`config.mk`:
```
export PLATFORM = sky130hd
export DESIGN_NAME = accel_spi_sequencer
export DESIGN_NICKNAME = d
export VERILOG_FILES = /design/src/rtl/accel_pkg.sv /design/src/rtl/spi_byte_engine.sv /design/src/rtl/accel_spi_sequencer.sv
export SDC_FILE = /design/constraint.sdc
export NUM_CORES = 1
export LEC_CHECK = 0
export BUFFER_PORTS_ARGS = -buffer_cell sky130_fd_sc_hd__buf_4
export CAP_MARGIN = 5
export CELL_PAD_IN_SITES_DETAIL_PLACEMENT = 2
export CELL_PAD_IN_SITES_GLOBAL_PLACEMENT = 2
export CORE_MARGIN = 3
export CORE_UTILIZATION = 25
export CTS_BUF_LIST = sky130_fd_sc_hd__clkbuf_8
export DETAILED_ROUTE_END_ITERATION = 10
export PLACE_DENSITY = 0.63
export SYNTH_ARGS = -nofsm -noshare
export SYNTH_HDL_FRONTEND = slang
export SYNTH_HIERARCHICAL = 1
export SYNTH_SLANG_ARGS = --single-unit
```
`constraint.sdc`:
```
create_clock -name clk -period 6 [get_ports clk]
set_clock_uncertainty 0.2 [all_clocks]
set_input_delay 0.6 -clock clk [delete_from_list [all_inputs] [get_ports clk]]
set_output_delay 0.6 -clock clk [all_outputs]
set_load 0.01 [all_outputs]
```
`src/rtl/accel_pkg.sv`:
```
// Shared constants and state type for the accelerometer SPI sequencer.
// The burst length depends on ACCEL_TEMP_EN, which is consumed by accel_spi_sequencer.
package accel_pkg;
  localparam logic [7:0] CMD_WR         = 8'h0A;
  localparam logic [7:0] CMD_RD         = 8'h0B;
  localparam logic [7:0] REG_POWER_CTL  = 8'h2D;
  localparam logic [7:0] REG_XDATA_L    = 8'h0E;
  localparam logic [7:0] REG_TEMP_L     = 8'h14;
  localparam logic [7:0] POWER_CTL_MEAS = 8'h02;

  typedef enum logic [2:0] {S_BOOT, S_CFG, S_GAP, S_IDLE, S_RD, S_UPDATE} state_t;

  // Data bytes in one burst: X/Y/Z only, or contiguous through TEMP_H.
  function automatic int data_bytes(input bit with_temp);
    return with_temp ? int'(REG_TEMP_L - REG_XDATA_L) + 2 : 6;
  endfunction
endpackage

```
`src/rtl/spi_byte_engine.sv`:
```
// Mode-0 SPI byte shifter: each bit is a low then a high half-period of CLK_DIV clocks.
// done flags the clock edge of the final falling edge so the next byte can start back-to-back.
module spi_byte_engine #(
  parameter int CLK_DIV = 50
) (
  input  logic       clk,
  input  logic       rstbt,
  input  logic       start,
  input  logic [7:0] tx_byte,
  output logic [7:0] rx_byte,
  output logic       done,
  output logic       sclk,
  output logic       mosi,
  input  logic       miso
);
  localparam int HW = $clog2(CLK_DIV);
  localparam logic [HW-1:0] HEND = HW'(CLK_DIV - 1);

  logic          active;
  logic          sclk_q;
  logic [HW-1:0] hcnt;
  logic [2:0]    bcnt;
  logic [7:0]    tsh;
  logic [7:0]    rsh;
  logic          half_end;

  assign half_end = active && (hcnt == HEND);
  assign done     = half_end && sclk_q && (bcnt == 3'd7);
  assign sclk     = sclk_q;
  assign mosi     = active & tsh[7];
  assign rx_byte  = rsh;

  always_ff @(posedge clk or negedge rstbt) begin
    if (!rstbt) begin
      active <= 1'b0;
      sclk_q <= 1'b0;
      hcnt   <= '0;
      bcnt   <= '0;
      tsh    <= '0;
      rsh    <= '0;
    end else if (!active || done) begin
      if (start) begin
        active <= 1'b1;
        tsh    <= tx_byte;
        bcnt   <= '0;
        hcnt   <= '0;
        sclk_q <= 1'b0;
      end else if (done) begin
        active <= 1'b0;
        sclk_q <= 1'b0;
        hcnt   <= '0;
      end
    end else if (half_end) begin
      hcnt   <= '0;
      sclk_q <= ~sclk_q;
      if (!sclk_q) rsh <= {rsh[6:0], miso};
      else begin
        tsh  <= {tsh[6:0], 1'b0};
        bcnt <= bcnt + 3'd1;
      end
    end else begin
      hcnt <= hcnt + HW'(1);
    end
  end
endmodule

```
`src/rtl/accel_spi_sequencer.sv`:
```
// ADXL362 sequencer: configure measurement mode, then periodically burst-read X/Y/Z.
// Define ACCEL_TEMP_EN to extend the burst with TEMP_L/TEMP_H and add the temp output.
module accel_spi_sequencer
  import accel_pkg::*;
#(
  parameter int CLK_DIV       = 50,
  parameter int SAMPLE_PERIOD = 1000000,
  parameter int CS_GAP        = 100
) (
  input  logic        clk,
  input  logic        rstbt,
  input  logic        en,
  input  logic        miso,
  output logic        sclk,
  output logic        mosi,
  output logic        cs_n,
  output logic [11:0] x,
  output logic [11:0] y,
  output logic [11:0] z,
`ifdef ACCEL_TEMP_EN
  output logic [11:0] temp,
`endif
  output logic        valid,
  output logic        cfg_done,
  output logic        busy
);
`ifdef ACCEL_TEMP_EN
  localparam bit TEMP_EN = 1'b1;
`else
  localparam bit TEMP_EN = 1'b0;
`endif
  localparam int NDATA = data_bytes(TEMP_EN);
  localparam int NSAMP = NDATA / 2;
  localparam logic [3:0] CFG_LAST = 4'd2;
  localparam logic [3:0] RD_LAST  = 4'(NDATA + 1);
  localparam int GMAX = (CS_GAP > 2 * CLK_DIV) ? CS_GAP : 2 * CLK_DIV;
  localparam int GW = $clog2(GMAX + 1);
  localparam logic [GW-1:0] GAP_END  = GW'(CS_GAP - 1);
  localparam logic [GW-1:0] TAIL_END = GW'(2 * CLK_DIV - 1);
  localparam int PW = $clog2(SAMPLE_PERIOD + 1);
  localparam logic [PW-1:0] PMAX = PW'(SAMPLE_PERIOD);

  state_t        state, nstate;
  logic [GW-1:0] gcnt;
  logic [PW-1:0] pcnt;
  logic [3:0]    bidx;
  logic          tail;
  logic          start, done, last_done;
  logic [7:0]    txb, rxb;
  logic [1:0]    sidx;
  logic [11:0]   samp [NSAMP];

  assign cs_n      = !(state == S_CFG || state == S_RD);
  assign busy      = !cs_n;
  assign last_done = done && (bidx == ((state == S_RD) ? RD_LAST : CFG_LAST));
  assign sidx      = 2'((bidx - 4'd2) >> 1);

  spi_byte_engine #(.CLK_DIV(CLK_DIV)) u_eng (
    .clk     (clk),
    .rstbt   (rstbt),
    .start   (start),
    .tx_byte (txb),
    .rx_byte (rxb),
    .done    (done),
    .sclk    (sclk),
    .mosi    (mosi),
    .miso    (miso)
  );

  // After the last byte cs_n is held for two half-periods, giving (16*bytes+2)*CLK_DIV low time.
  always_comb begin
    nstate = state;
    start  = 1'b0;
    txb    = 8'h00;
    case (state)
      S_BOOT: if (gcnt == GAP_END) begin
        nstate = S_CFG;
        start  = 1'b1;
        txb    = CMD_WR;
      end
      S_CFG: begin
        if (tail) begin
          if (gcnt == TAIL_END) nstate = S_GAP;
        end else if (done && !last_done) begin
          start = 1'b1;
          txb   = (bidx == 4'd0) ? REG_POWER_CTL : POWER_CTL_MEAS;
        end
      end
      S_GAP:  if (gcnt == GAP_END) nstate = S_IDLE;
      S_IDLE: if (en && pcnt == PMAX) begin
        nstate = S_RD;
        start  = 1'b1;
        txb    = CMD_RD;
      end
      S_RD: begin
        if (tail) begin
          if (gcnt == TAIL_END) nstate = S_UPDATE;
        end else if (done && !last_done) begin
          start = 1'b1;
          txb   = (bidx == 4'd0) ? REG_XDATA_L : 8'h00;
        end
      end
      S_UPDATE: nstate = S_GAP;
      default:  nstate = S_BOOT;
    endcase
  end

  always_ff @(posedge clk or negedge rstbt) begin
    if (!rstbt) begin
      state    <= S_BOOT;
      gcnt     <= '0;
      pcnt     <= PMAX;
      bidx     <= '0;
      tail     <= 1'b0;
      x        <= '0;
      y        <= '0;
      z        <= '0;
`ifdef ACCEL_TEMP_EN
      temp     <= '0;
`endif
      valid    <= 1'b0;
      cfg_done <= 1'b0;
      for (int i = 0; i < NSAMP; i++) samp[i] <= '0;
    end else begin
      state <= nstate;
      valid <= (state == S_UPDATE);
      if (state != nstate || last_done) gcnt <= '0;
      else                              gcnt <= gcnt + GW'(1);
      if (state != nstate) begin
        bidx <= '0;
        tail <= 1'b0;
      end else if (done) begin
        bidx <= bidx + 4'd1;
        if (last_done) tail <= 1'b1;
      end
      // Period counter restarts on each read entry and saturates so an idle read starts at once.
      if (state == S_IDLE && nstate == S_RD) pcnt <= PW'(1);
      else if (pcnt != PMAX)                 pcnt <= pcnt + PW'(1);
      if (state == S_CFG && nstate == S_GAP) cfg_done <= 1'b1;
      // Odd burst bytes are high bytes; only their low nibble carries sample bits.
      if (state == S_RD && done && bidx >= 4'd2) begin
        if (bidx[0]) samp[sidx][11:8] <= rxb[3:0];
        else         samp[sidx][7:0]  <= rxb;
      end
      if (state == S_UPDATE) begin
        x <= samp[0];
        y <= samp[1];
        z <= samp[2];
`ifdef ACCEL_TEMP_EN
        temp <= samp[3];
`endif
      end
    end
  end
endmodule

```
==> summary.md, run 1 <==
| Metric | Value |
|---|---|
| Run status | finished clean |
| Most frequent cell after synthesis | dfrtp_1 |
| Global-route wire length before repair | 25,570 um |
| Initial core utilization | 25.66% |
| Worst-skew pair later-pin latency | 0.44 ns |
| CP cell instances | inv_1, ha_1, nand4bb_1, nor2_1, buf_4, nand2_1, nor2_1, nand4_1, nand2_1, inv_1, a21boi_1, o221a_2 |
| FF+latch area | 0.003412 mm2 |
| Sequential share of the synthesized area | 54.19% |
| Peak supply drop | 107.6 uV |
| CTS tree | built |
| Post-CTS Setup Inserts | 0 |
| DRC viols | 0 |
| Post-DRT Antenna Nets | 0 |
| Synth top area cells | dfrtp_1 (51%), mux2_2 (14%), dfstp_2 (2.9%) |
| Area leader, netlist | dfrtp_1 |
| Ys flop type | dfrtp_1 |
| Final period utilization | 67.16% |
| EDFF count, synth | 0 |
| Initial antenna violation count | 0 |
| Cells after Synth | 512 |
| Area of the multi-input gates | 0.002735 mm2 |
| Synth Area in XOR/XNOR | 3.200% |
| Fraction of registers with async set/reset | 100.0% |
| Share of layout cells above drive strength 1 | 34.49% |
| Die width | 164.7 um |
| Iter 0 DRT Violations | 166 |
| Slowest stage delay, CP | 0.69 ns |
| Post-Synth Adder-Cell Area | 1.789% |
| Die Ht | 164.7 um |
| GRT Residual Overflow | 0 |
| Slew Viols, Final | 0 |
| Hold Slack | 0.2017 ns |
| GR Util All Layers | 11.94% |
| Tightest Pin Transition | 0.8999 ns |
| Number of placed cells counting well taps | 865 |
| Max-slew headroom | 39.79% |
| Mapped Area | 0.006296 mm2 |
| Boundary Pins | 46 |
| Final WL | 15,110 um |
| Final Hold Vio Count | 0 |
| Root Buffer | clkbuf_8 |
| Synthesis-to-finish area growth | 16.91% |
| Ys Warns | 6 |
| Most common library cells after synthesis | dfrtp_1 (129), mux2_2 (80), nand2_1 (37) |
| Via/cell ratio | 4.648 |
| Filler cells | 2,617 |
| Critical path type | reg2reg |
| RSZ-0062 raised after global routing | false |
| # diodes | 0 |
| Leakage Power | 3.443 nW |
| Max Cap Violations | 0 |
| Achievable Freq | 248.2 MHz |
| Hold buffer count at CTS | 1 |
| Compound-Gate Fraction of Synth Area | 5.644% |
| Rows | 57 |
| Worst-case clock buffer depth | 2 |
| Post-Layout Cell Count | 898 |
| Total power draw | 0.001674 W |
| H-tree depth | 4 |
| Max FO, Critical Path | 15 |
| Simple-Gate Fraction of Synth Area | 14.35% |
| Worst setup SP type | flop |
| Routability cong. | 0.7312 |
| Buffers added on ports | 45 |
| Slowest CP cell | nor2_1 |
| Yosys reg bits | 136 |
| Arrival time at the worst endpoint | 4.20 ns |
| Largest net degree at the start of global routing | 76 |
| Pwr/cell area | 227.4 mW/mm2 |
| Syn_area_per_cell | 12.30 um2 |
| Vias | 4,174 |
| Die area | 0.02712 mm2 |
| Hold WC Path Type | in2reg |
| CP bufs+invs | 3 |
| Worst-path clk slew | 0.08 ns |
| Top cell type's share of synthesized area | 51.27% |
| Multiplexer area fraction after synthesis | 18.28% |
| Period minus WS final | 4.030 ns |
| Worst EP required | 6.17 ns |
| Core box area | 0.02453 mm2 |
| Nets | 574 |
| TritonRoute pass-1 iters | 5 |
| PostCTS Resize Cnt | 0 |
| Kind of cell adding the most delay to the critical path | simple AND/OR/NAND/NOR gates |
| Critical Path End Type | flop |
| Final TNS setup | 0 ns |
| Clk sinks | 136 |
| Unique masters post-synth | 62 |
| Final setup viols | 0 |
| HPWL Detailed | 10,470 um |
| Routed wire per std cell | 16.82 um |
| Util after Layout | 30.00% |
| CTS buffer count | 17 |
| Vias in the first global route | 4,697 |
| Largest family of logic cells by synthesized area | multiplexers |
## registers in the layout (all words and copies together) (netlist names), 3 cells and up
name	flops
u_eng/hcnt	6
u_eng/rx_byte	8
gcnt	7
bidx	4
x	12
z	12
y	12
samp	36
u_eng/bcnt	3
pcnt	20
state	3
u_eng/tsh	8
## stage by stage
stage / setup slack (ns) / instance area [um2]
after floorplan: 2.754 / 6304
after global placement: 2.306 / 6977
after detailed placement: 1.926 / 6977
after CTS: 1.875 / 7361
after global routing: 1.546 / 7361
final: 1.970 / 7361
## cells by family after synthesis
logic type      after synthesis
buf+inv                      35
flops                       136
other cells                   1
simple gates                158
compound gates               49
mux                         101
xor+xnor                     23
fa+ha+maj                     9
## worst paths after layout
| path | startpoint | end | slack [ns] | cells past startpoint |
|---|---|---|---|---|
| max in group asynchronous | rstbt | x[7] | 3.79 | 3 |
| min | miso | u_eng/rx_byte[0] | 0.20 | 2 |
| min reg2reg | cfg_done | cfg_done | 0.28 | 2 |
| min in group asynchronous | rstbt | y[8] | 0.57 | 2 |
| max reg2reg | u_eng/hcnt[1] | u_eng/tsh[6] | 1.97 | 12 |
| max | u_eng/hcnt[1] | u_eng/tsh[6] | 1.97 | 12 |
## worst reg2reg max path, delay by kind of cell (launching register included)
family	cells	cell delay [ns]
AO/OA/AOI/OAI	2	0.89
adder cells (fa/ha/maj)	1	0.17
buffers and inverters	3	0.46
flip-flops	1	0.45
AND/OR/NAND/NOR	6	1.79
## final cells by class
class | instances | share of cell area (%)
inverters | 12 | 0.6119
multi-input cells | 343 | 37.16
flip-flops and latches | 136 | 46.35
clock buffers | 18 | 3.366
well taps | 324 | 5.507
clock inverters | 14 | 1.717
repair buffers | 51 | 5.286
## power breakdown
part	internal (W)	total [W]	switching, W
Clock	0.000316	0.000734	0.000418
Combinational	0.00000324	0.0000231	0.0000199
Sequential	0.000916	0.000917	0.000000969
Total	0.00124	0.00167	0.000439
## layout by cell type, fill, tap and decap left out, drive strengths merged, types with 12 or more instances in the layout
cell type    n
buf         50
nand3       17
mux2        88
nor3        14
nand2       38
dfrtp      129
xnor2       12
o21ai       12
nor2        26
clkbuf      18
inv         23
mux2i       13
## metal layers
layer,GRT usage [%],wire length [um]
met5,0,0
met2,20.28,7701
met4,3.546,164
met1,15.13,6867
met3,2.759,374
Power figures use the tool's default switching activity.
==> run 2, diff against run 1 <==
==> constraint.sdc (replaced) <==
create_clock -name clk -period 4.05 [get_ports clk]
set_clock_uncertainty 0.2 [all_clocks]
set_input_delay 0.405 -clock clk [delete_from_list [all_inputs] [get_ports clk]]
set_output_delay 0.405 -clock clk [all_outputs]
set_load 0.01 [all_outputs]
==> run 2 against run 1 <==
  * Maximum frequency grew 18%
  * Core utilization grew 0.16 points
  * Combinational power grew 55%
  * Register-to-register slack lost 1.3 ns
  * Die area is the same
==> summary.md, run 2 (synthesis gave the netlist of run 1 again) <==
| Metric | Value |
|---|---|
| Run status | finished clean |
| Pwr/cell area | 338.9 mW/mm2 (+49%) |
| Most frequent cells in the layout | dfrtp_1 (129), mux2_2 (80), buf_4 (52), nand2_1 (37), nor2_1 (26) |
| Root Buffer | clkbuf_8 |
| Initial antenna violation count | 0 (unchanged) |
| Final WL | 15,320 um (+1.4%) |
| R2R depth | 13 (+1) |
| Pre-CTS WS | 0.5702 ns (-1.356 ns) |
| Min setup slack post-route | 0.6297 ns (-1.341 ns) |
| Die width | 164.7 um (unchanged) |
| Iter 0 DRT Violations | 160 (-3.6%) |
| Leakage Power | 3.470 nW (+0.80%) |
| CP bufs+invs | 4 (+1) |
| CTS tree | built |
| CTS buffer count | 17 (unchanged) |
| Final TNS setup | 0 ns (unchanged) |
| Die Ht | 164.7 um (unchanged) |
| Biggest register | samp |
| Kind of cell adding the most delay to the critical path | simple AND/OR/NAND/NOR gates |
| Routed wire per std cell | 16.98 um (+0.97%) |
| Reg2reg end | u_eng/tsh[6] |
| Placed Area | 0.006999 mm2 (+0.32%) |
| Post-Layout Cell Count | 902 (+0.45%) |
| Synthesis-to-finish area growth | 17.53% |
| Number of placed cells counting well taps | 868 (+0.35%) |
| Final setup viols | 0 (unchanged) |
| Routability cong. | 0.7204 (-1.5%) |
| RSZ-0062 raised after global routing | false |
| Buffers added on ports | 45 (unchanged) |
| Biggest regs | samp (36), pcnt (20) |
| Max FO, Critical Path | 15 (unchanged) |
| Hold Crit Start | en |
| Slew Viols, Final | 0 (unchanged) |
| Vias in the first global route | 4,831 (+2.9%) |
| RR Startpoint | u_eng/hcnt[1] |
| Max-slew headroom | 32.62% (-7.2 points) |
| Rows | 57 (unchanged) |
| H-tree depth | 4 (unchanged) |
| Boundary Pins | 46 (unchanged) |
| Global-route wire length before repair | 26,190 um (+2.4%) |
| Peak supply drop | 179.0 uV (+66%) |
| Clk sinks | 136 (unchanged) |
| Achievable Freq | 292.4 MHz (+18%) |
| Vias | 4,226 (+1.2%) |
| PostCTS Resize Cnt | 0 (unchanged) |
| Critical Path End Type | flop |
| Worst-path clk slew | 0.09 ns (about the same) |
| Hold WC Path Type | in2reg |
| Fin area | 0.007400 mm2 (+0.53%) |
| Largest net degree at the start of global routing | 107 (+41%) |
| Hold Crit Depth | 4 (+2) |
| Critical path type | reg2reg |
| Reg2Reg Setup Slack | 0.63 ns (-1.34 ns) |
| Max Cap Violations | 0 (unchanged) |
| TritonRoute pass-1 iters | 4 (-1) |
| HPWL Detailed | 10,800 um (+3.1%) |
| Worst-skew pair later-pin latency | 0.46 ns (+0.02 ns) |
| Nets | 578 (+0.70%) |
| Via/cell ratio | 4.685 (+0.80%) |
| Initial core utilization | 25.66% (unchanged) |
| Util after Layout | 30.16% (+0.16 points) |
| DRC viols | 0 (unchanged) |
| Post-DRT Antenna Nets | 0 (unchanged) |
| Commonest non-fill, non-tap cell in the layout | dfrtp_1 |
| CP cell instances | inv_1, ha_1, nand4bb_1, nor2_1, buf_4, nand2_1, nor2_1, buf_4, nand4_1, nand2_1, inv_1, a21boi_1, o221a_2 |
| Worst setup SP type | flop |
| Core box area | 0.02453 mm2 (unchanged) |
| Final Hold Vio Count | 0 (unchanged) |
| Share of layout cells above drive strength 1 | 34.78% (+0.28 points) |
| Tightest Pin Transition | 1.011 ns (+0.1107 ns) |
| GRT Residual Overflow | 0 (unchanged) |
| Die area | 0.02712 mm2 (unchanged) |
| Largest register FFs | 36 (unchanged) |
| Slowest stage delay, CP | 0.57 ns (-0.12 ns) |
| Worst EP required | 4.25 ns (-1.92 ns) |
| # diodes | 0 (unchanged) |
| Period minus WS final | 3.420 ns (-0.6095 ns) |
| Worst-case clock buffer depth | 2 (unchanged) |
| Worst Hold End | state[1] |
| Final period utilization | 84.45% (+17 points) |
| Slowest CP cell | a21boi_1 |
| GR Util All Layers | 12.26% (+0.33 points) |
| Arrival time at the worst endpoint | 3.62 ns (-0.58 ns) |
[run 2: final cells by class]
type,instances,area (um2)
multi-input combinational,343,2735
timing repair buffer,55,421.7
clock buffer,17,234.0
fill,2624,17130
clock inverter,15,146.4
inverter,12,45.04
sequential,136,3412
tap,324,405.4
[run 2: how the worst max path moves through the flow]
stage / cells after the start / from / to
2_1_floorplan: 14 / u_eng/hcnt[1] / u_eng/tsh[1]
3_3_place_gp: 13 / u_eng/hcnt[1] / u_eng/tsh[6]
3_5_place_dp: 12 / u_eng/hcnt[0] / u_eng/tsh[6]
4_1_cts: 12 / u_eng/hcnt[0] / u_eng/tsh[6]
5_1_grt: 12 / u_eng/hcnt[0] / u_eng/tsh[6]
6_report: 13 / u_eng/hcnt[1] / u_eng/tsh[6]
[run 2: worst register-to-register path, delay by kind of cell (launching register included)]
family | cells | cell delay [ns]
simple gates | 6 | 1.02
compound gates | 2 | 0.88
buf+inv | 4 | 0.66
flops | 1 | 0.44
fa+ha+maj | 1 | 0.17
[run 2: report_power, final]
group,total [W],internal [W],switching (W)
logic,0.0000359,0.00000606,0.0000298
clock network,0.00111,0.000463,0.000650
registers,0.00136,0.00136,0.00000131
[run 2: layer usage]
layer  vias to the layer above  global-route usage [%]  part of all wire, %
met5                         -                       0                    0
met4                         0                   4.003                  1.3
met3                        14                   2.960                  2.8
met2                        53                   21.18                   51
met1                      2219                   15.03                   45
li1                       1940                       -                    -
[run 2: metrics by stage]
stage               power (W)  hold slack, ns
global placement     0.001421          0.2638
finish               0.002507          0.1438
global route         0.002639          0.1487
floorplan            0.001388        -0.09059
detailed placement   0.001423          0.2572
CTS                  0.002562          0.1080
[run 2: what timing repair did]
item                      CTS  global route
hold buffers                2             0
hold endpoints to repair   98             0
setup buffers               0             0
==> run 3, diff against run 2 <==
--- a/config.mk
+++ b/config.mk
@@ -13,7 +13,7 @@
 export CORE_UTILIZATION = 25
 export CTS_BUF_LIST = sky130_fd_sc_hd__clkbuf_8
 export DETAILED_ROUTE_END_ITERATION = 10
-export PLACE_DENSITY = 0.63
+export PLACE_DENSITY = 0.65
 export SYNTH_ARGS = -nofsm -noshare
 export SYNTH_HDL_FRONTEND = slang
 export SYNTH_HIERARCHICAL = 1
==> constraint.sdc (replaced) <==
create_clock -name clk -period 2.8 [get_ports clk]
set_clock_uncertainty 0.2 [all_clocks]
set_input_delay 0.28 -clock clk [delete_from_list [all_inputs] [get_ports clk]]
set_output_delay 0.28 -clock clk [all_outputs]
set_load 0.01 [all_outputs]
==> run 3 against run 2 <==
  * Sequential share of layout area decreased by 1.4 points
  * Largest cell class unchanged
  * Worst setup slack worse by 0.48 ns
  * Sequential power up 45%
  * Design area rose by 3.2%
  * Critical path type unchanged
  * Wire length increased by 2.4%
  * First-iteration DRC count is 13% lower
  * Cell count is 2.4% higher
  * Die area is the same
  * Critical path depth down 3
  * Non-clock buffer count increased by 22
  * Core utilization grew 0.97 points
  * Highest routed layer unchanged
  * Via count grew 1.4%
==> summary.md, run 3 (synthesis gave the netlist of run 1 again) <==
| Metric | Value |
|---|---|
| Die width | 164.7 um (unchanged) |
| Fin area | 0.007637 mm2 (+3.2%) |
| Sw power | 0.0009415 W (+38%) |
| CP bufs+invs | 2 (-2) |
| Global-route wire length before repair | 26,260 um (+0.29%) |
| Slew Viols, Final | 0 (unchanged) |
| Initial antenna violation count | 0 (unchanged) |
| Die area | 0.02712 mm2 (unchanged) |
| Critical Path End Type | flop |
| R2R depth | 10 (-3) |
| Root Buffer | clkbuf_8 |
| Max-slew headroom | 57.06% (+24 points) |
| Achievable Freq | 377.3 MHz (+29%) |
| Arrival time at the worst endpoint | 2.80 ns (-0.82 ns) |
| Reg power frac | 53.4% (-0.8 points) |
| CTS tree | built |
| Pwr/cell area | 482.3 mW/mm2 (+42%) |
| GRT Residual Overflow | 0 (unchanged) |
| Core box area | 0.02453 mm2 (unchanged) |
| Cell Int Power | 0.002742 W (+50%) |
| Combinational Power Share | 1.5% (about the same) |
| Hold WC Path Type | in2async |
| Largest net degree at the start of global routing | 68 (-36%) |
| Final WL | 15,690 um (+2.4%) |
| Die Ht | 164.7 um (unchanged) |
| Area of the multi-input gates | 0.002784 mm2 (+1.8%) |
| Worst setup SP type | flop |
| Reg2Reg Setup Slack | 0.15 ns (-0.48 ns) |
| Share of layout cells above drive strength 1 | 38.50% (+3.7 points) |
| Peak supply drop | 247.2 uV (+38%) |
| FF+latch area | 0.003412 mm2 (unchanged) |
| Nets | 600 (+3.8%) |
| Worst-skew pair later-pin latency | 0.45 ns (about the same) |
| Commonest non-fill, non-tap cell in the layout | dfrtp_1 |
| Pre-CTS WS | -0.001234 ns (-0.5715 ns) |
| Routed wire per std cell | 16.98 um (about the same) |
| CTS buffer count | 17 (unchanged) |
| H-tree depth | 4 (unchanged) |
| Buffers added on ports | 45 (unchanged) |
| Worst EP required | 2.94 ns (-1.31 ns) |
| Via/cell ratio | 4.639 (-0.99%) |
| HPWL Detailed | 11,090 um (+2.7%) |
| Synthesis-to-finish area growth | 21.30% |
| Min setup slack post-route | 0.1493 ns (-0.4803 ns) |
| Period minus WS final | 2.651 ns (-0.7697 ns) |
| Biggest regs | samp (36), pcnt (20) |
| GR Util All Layers | 12.22% (-0.040 points) |
| Rows | 57 (unchanged) |
| Biggest register | samp |
| Most used cell, CP | buf_4 |
| Clk sinks | 136 (unchanged) |
| Final setup viols | 0 (unchanged) |
| Iter 0 DRT Violations | 139 (-13%) |
| Largest register FFs | 36 (unchanged) |
| Vias | 4,286 (+1.4%) |
| Tightest Pin Transition | 0.6442 ns (-0.3665 ns) |
| Hold Slack | 0.2139 ns (+0.07009 ns) |
| Boundary Pins | 46 (unchanged) |
| Final Hold Vio Count | 0 (unchanged) |
| Worst-path clk slew | 0.09 ns (about the same) |
| Filler cells | 2,638 (+0.53%) |
| Vias in the first global route | 4,874 (+0.89%) |
| Clk pwr share | 45.1% (+0.7 points) |
| Critical path type | reg2reg |
| Post-DRT Antenna Nets | 0 (unchanged) |
| Max Cap Violations | 0 (unchanged) |
| Final period utilization | 94.67% (+10 points) |
| DRC viols | 0 (unchanged) |
| Initial core utilization | 25.66% (unchanged) |
| Leakage Power | 3.600 nW (+3.7%) |
| Placed Area | 0.007139 mm2 (+2.0%) |
| Max FO, Critical Path | 8 (-7) |
| Worst-case clock buffer depth | 2 (unchanged) |
| Run status | finished clean |
| # diodes | 0 (unchanged) |
| Slowest stage delay, CP | 0.44 ns (-0.13 ns) |
| Most frequent cells in the layout | dfrtp_1 (129), mux2_2 (79), buf_4 (73), nand2_1 (35), nor2_1 (24) |
| Routability cong. | 0.7311 (+1.5%) |
| CP cell instances | buf_4, nor3b_4, mux2i_2, nand4_1, nand2_4, buf_4, mux2_2, mux2i_1, nand2_1, o221a_2 |
| TritonRoute pass-1 iters | 4 (unchanged) |
| RR Startpoint | state[1] |
| Reg2reg end | u_eng/tsh[7] |
| Slowest CP cell | dfrtp_1 |
| Kind of cell adding the most delay to the critical path | multiplexers |
| Net Sw Frac | 25.56% (-1.6 points) |
[run 3: cell count changes in the layout (fill, tap and decap cells not counted), sizes merged]
| cell | before | now |
|---|---|---|
| bufinv | 0 | 1 |
| clkinvlp | 2 | 0 |
| clkbuf | 17 | 18 |
| inv | 25 | 21 |
| buf | 53 | 74 |
| dlygate4sd3 | 2 | 3 |
| clkinv | 0 | 4 |
[run 3: worst reg2reg max path: stages, from the launching register on]
cell and delay [ns]:
dfrtp_1 0.44, buf_4 0.19, nor3b_4 0.20, mux2i_2 0.28, nand4_1 0.22, nand2_4 0.21, buf_4 0.14, mux2_2 0.33
mux2i_1 0.13, nand2_1 0.07, o221a_2 0.12
[run 3: final cells by class]
cell class	count	area share [%]
clock inverters	14	2.015
well taps	324	5.308
flip-flops and latches	136	44.68
inverters	12	0.5898
clock buffers	18	3.244
repair buffers	77	7.716
multi-input cells	343	36.45
[run 3: stage by stage]
stage | setup TNS [ns] | std cells | utilization (%) | power [W]
finish | 0 | 924 | 31.13 | 0.003683
global route | -0.03390 | 924 | 31.13 | 0.003846
CTS | 0 | 921 | 30.87 | 0.003744
detailed placement | -0.001234 | 886 | 29.10 | 0.002061
global placement | 0 | 886 | 29.10 | 0.002059
floorplan | 0 | 514 | - | 0.002008
[run 3: how the worst max path moves through the flow]
stage	from	endpoint	slack (ns)	depth (start not counted)
after floorplan	u_eng/hcnt[1]	u_eng/tsh[1]	0.04	14
after global placement	state[0]	u_eng/tsh[7]	0.10	8
after detailed placement	pcnt[7]	u_eng/tsh[6]	-0.001	8
after CTS	pcnt[7]	u_eng/tsh[6]	0.06	8
after global routing	u_eng/hcnt[1]	u_eng/tsh[7]	-0.03	13
final	state[1]	u_eng/tsh[7]	0.15	10
[run 3: power groups by stage]
stage          clock [W]  sequential [W]  combinational, W
2_1_floorplan          0         0.00200        0.00000416
3_3_place_gp           0         0.00200         0.0000550
3_5_place_dp           0         0.00200         0.0000569
4_1_cts          0.00172         0.00197         0.0000608
5_1_grt          0.00181         0.00197         0.0000673
6_report         0.00166         0.00197         0.0000570
[run 3: metal layers]
layer	global-route usage [%]	vias to the layer above	wire length, um
li1	-	1991	-
met1	14.87	2232	6982
met2	21.56	50	8120
met3	2.659	13	406
met4	3.812	0	184
met5	0	-	0
[run 3: what timing repair did]
item,in CTS,in global routing
setup endpoints to repair,3,14
pin swaps,0,5
buffers inserted,0,3
gates resized for setup,1,9
endpoints found under the hold margin,61,0
hold buffers,3,0
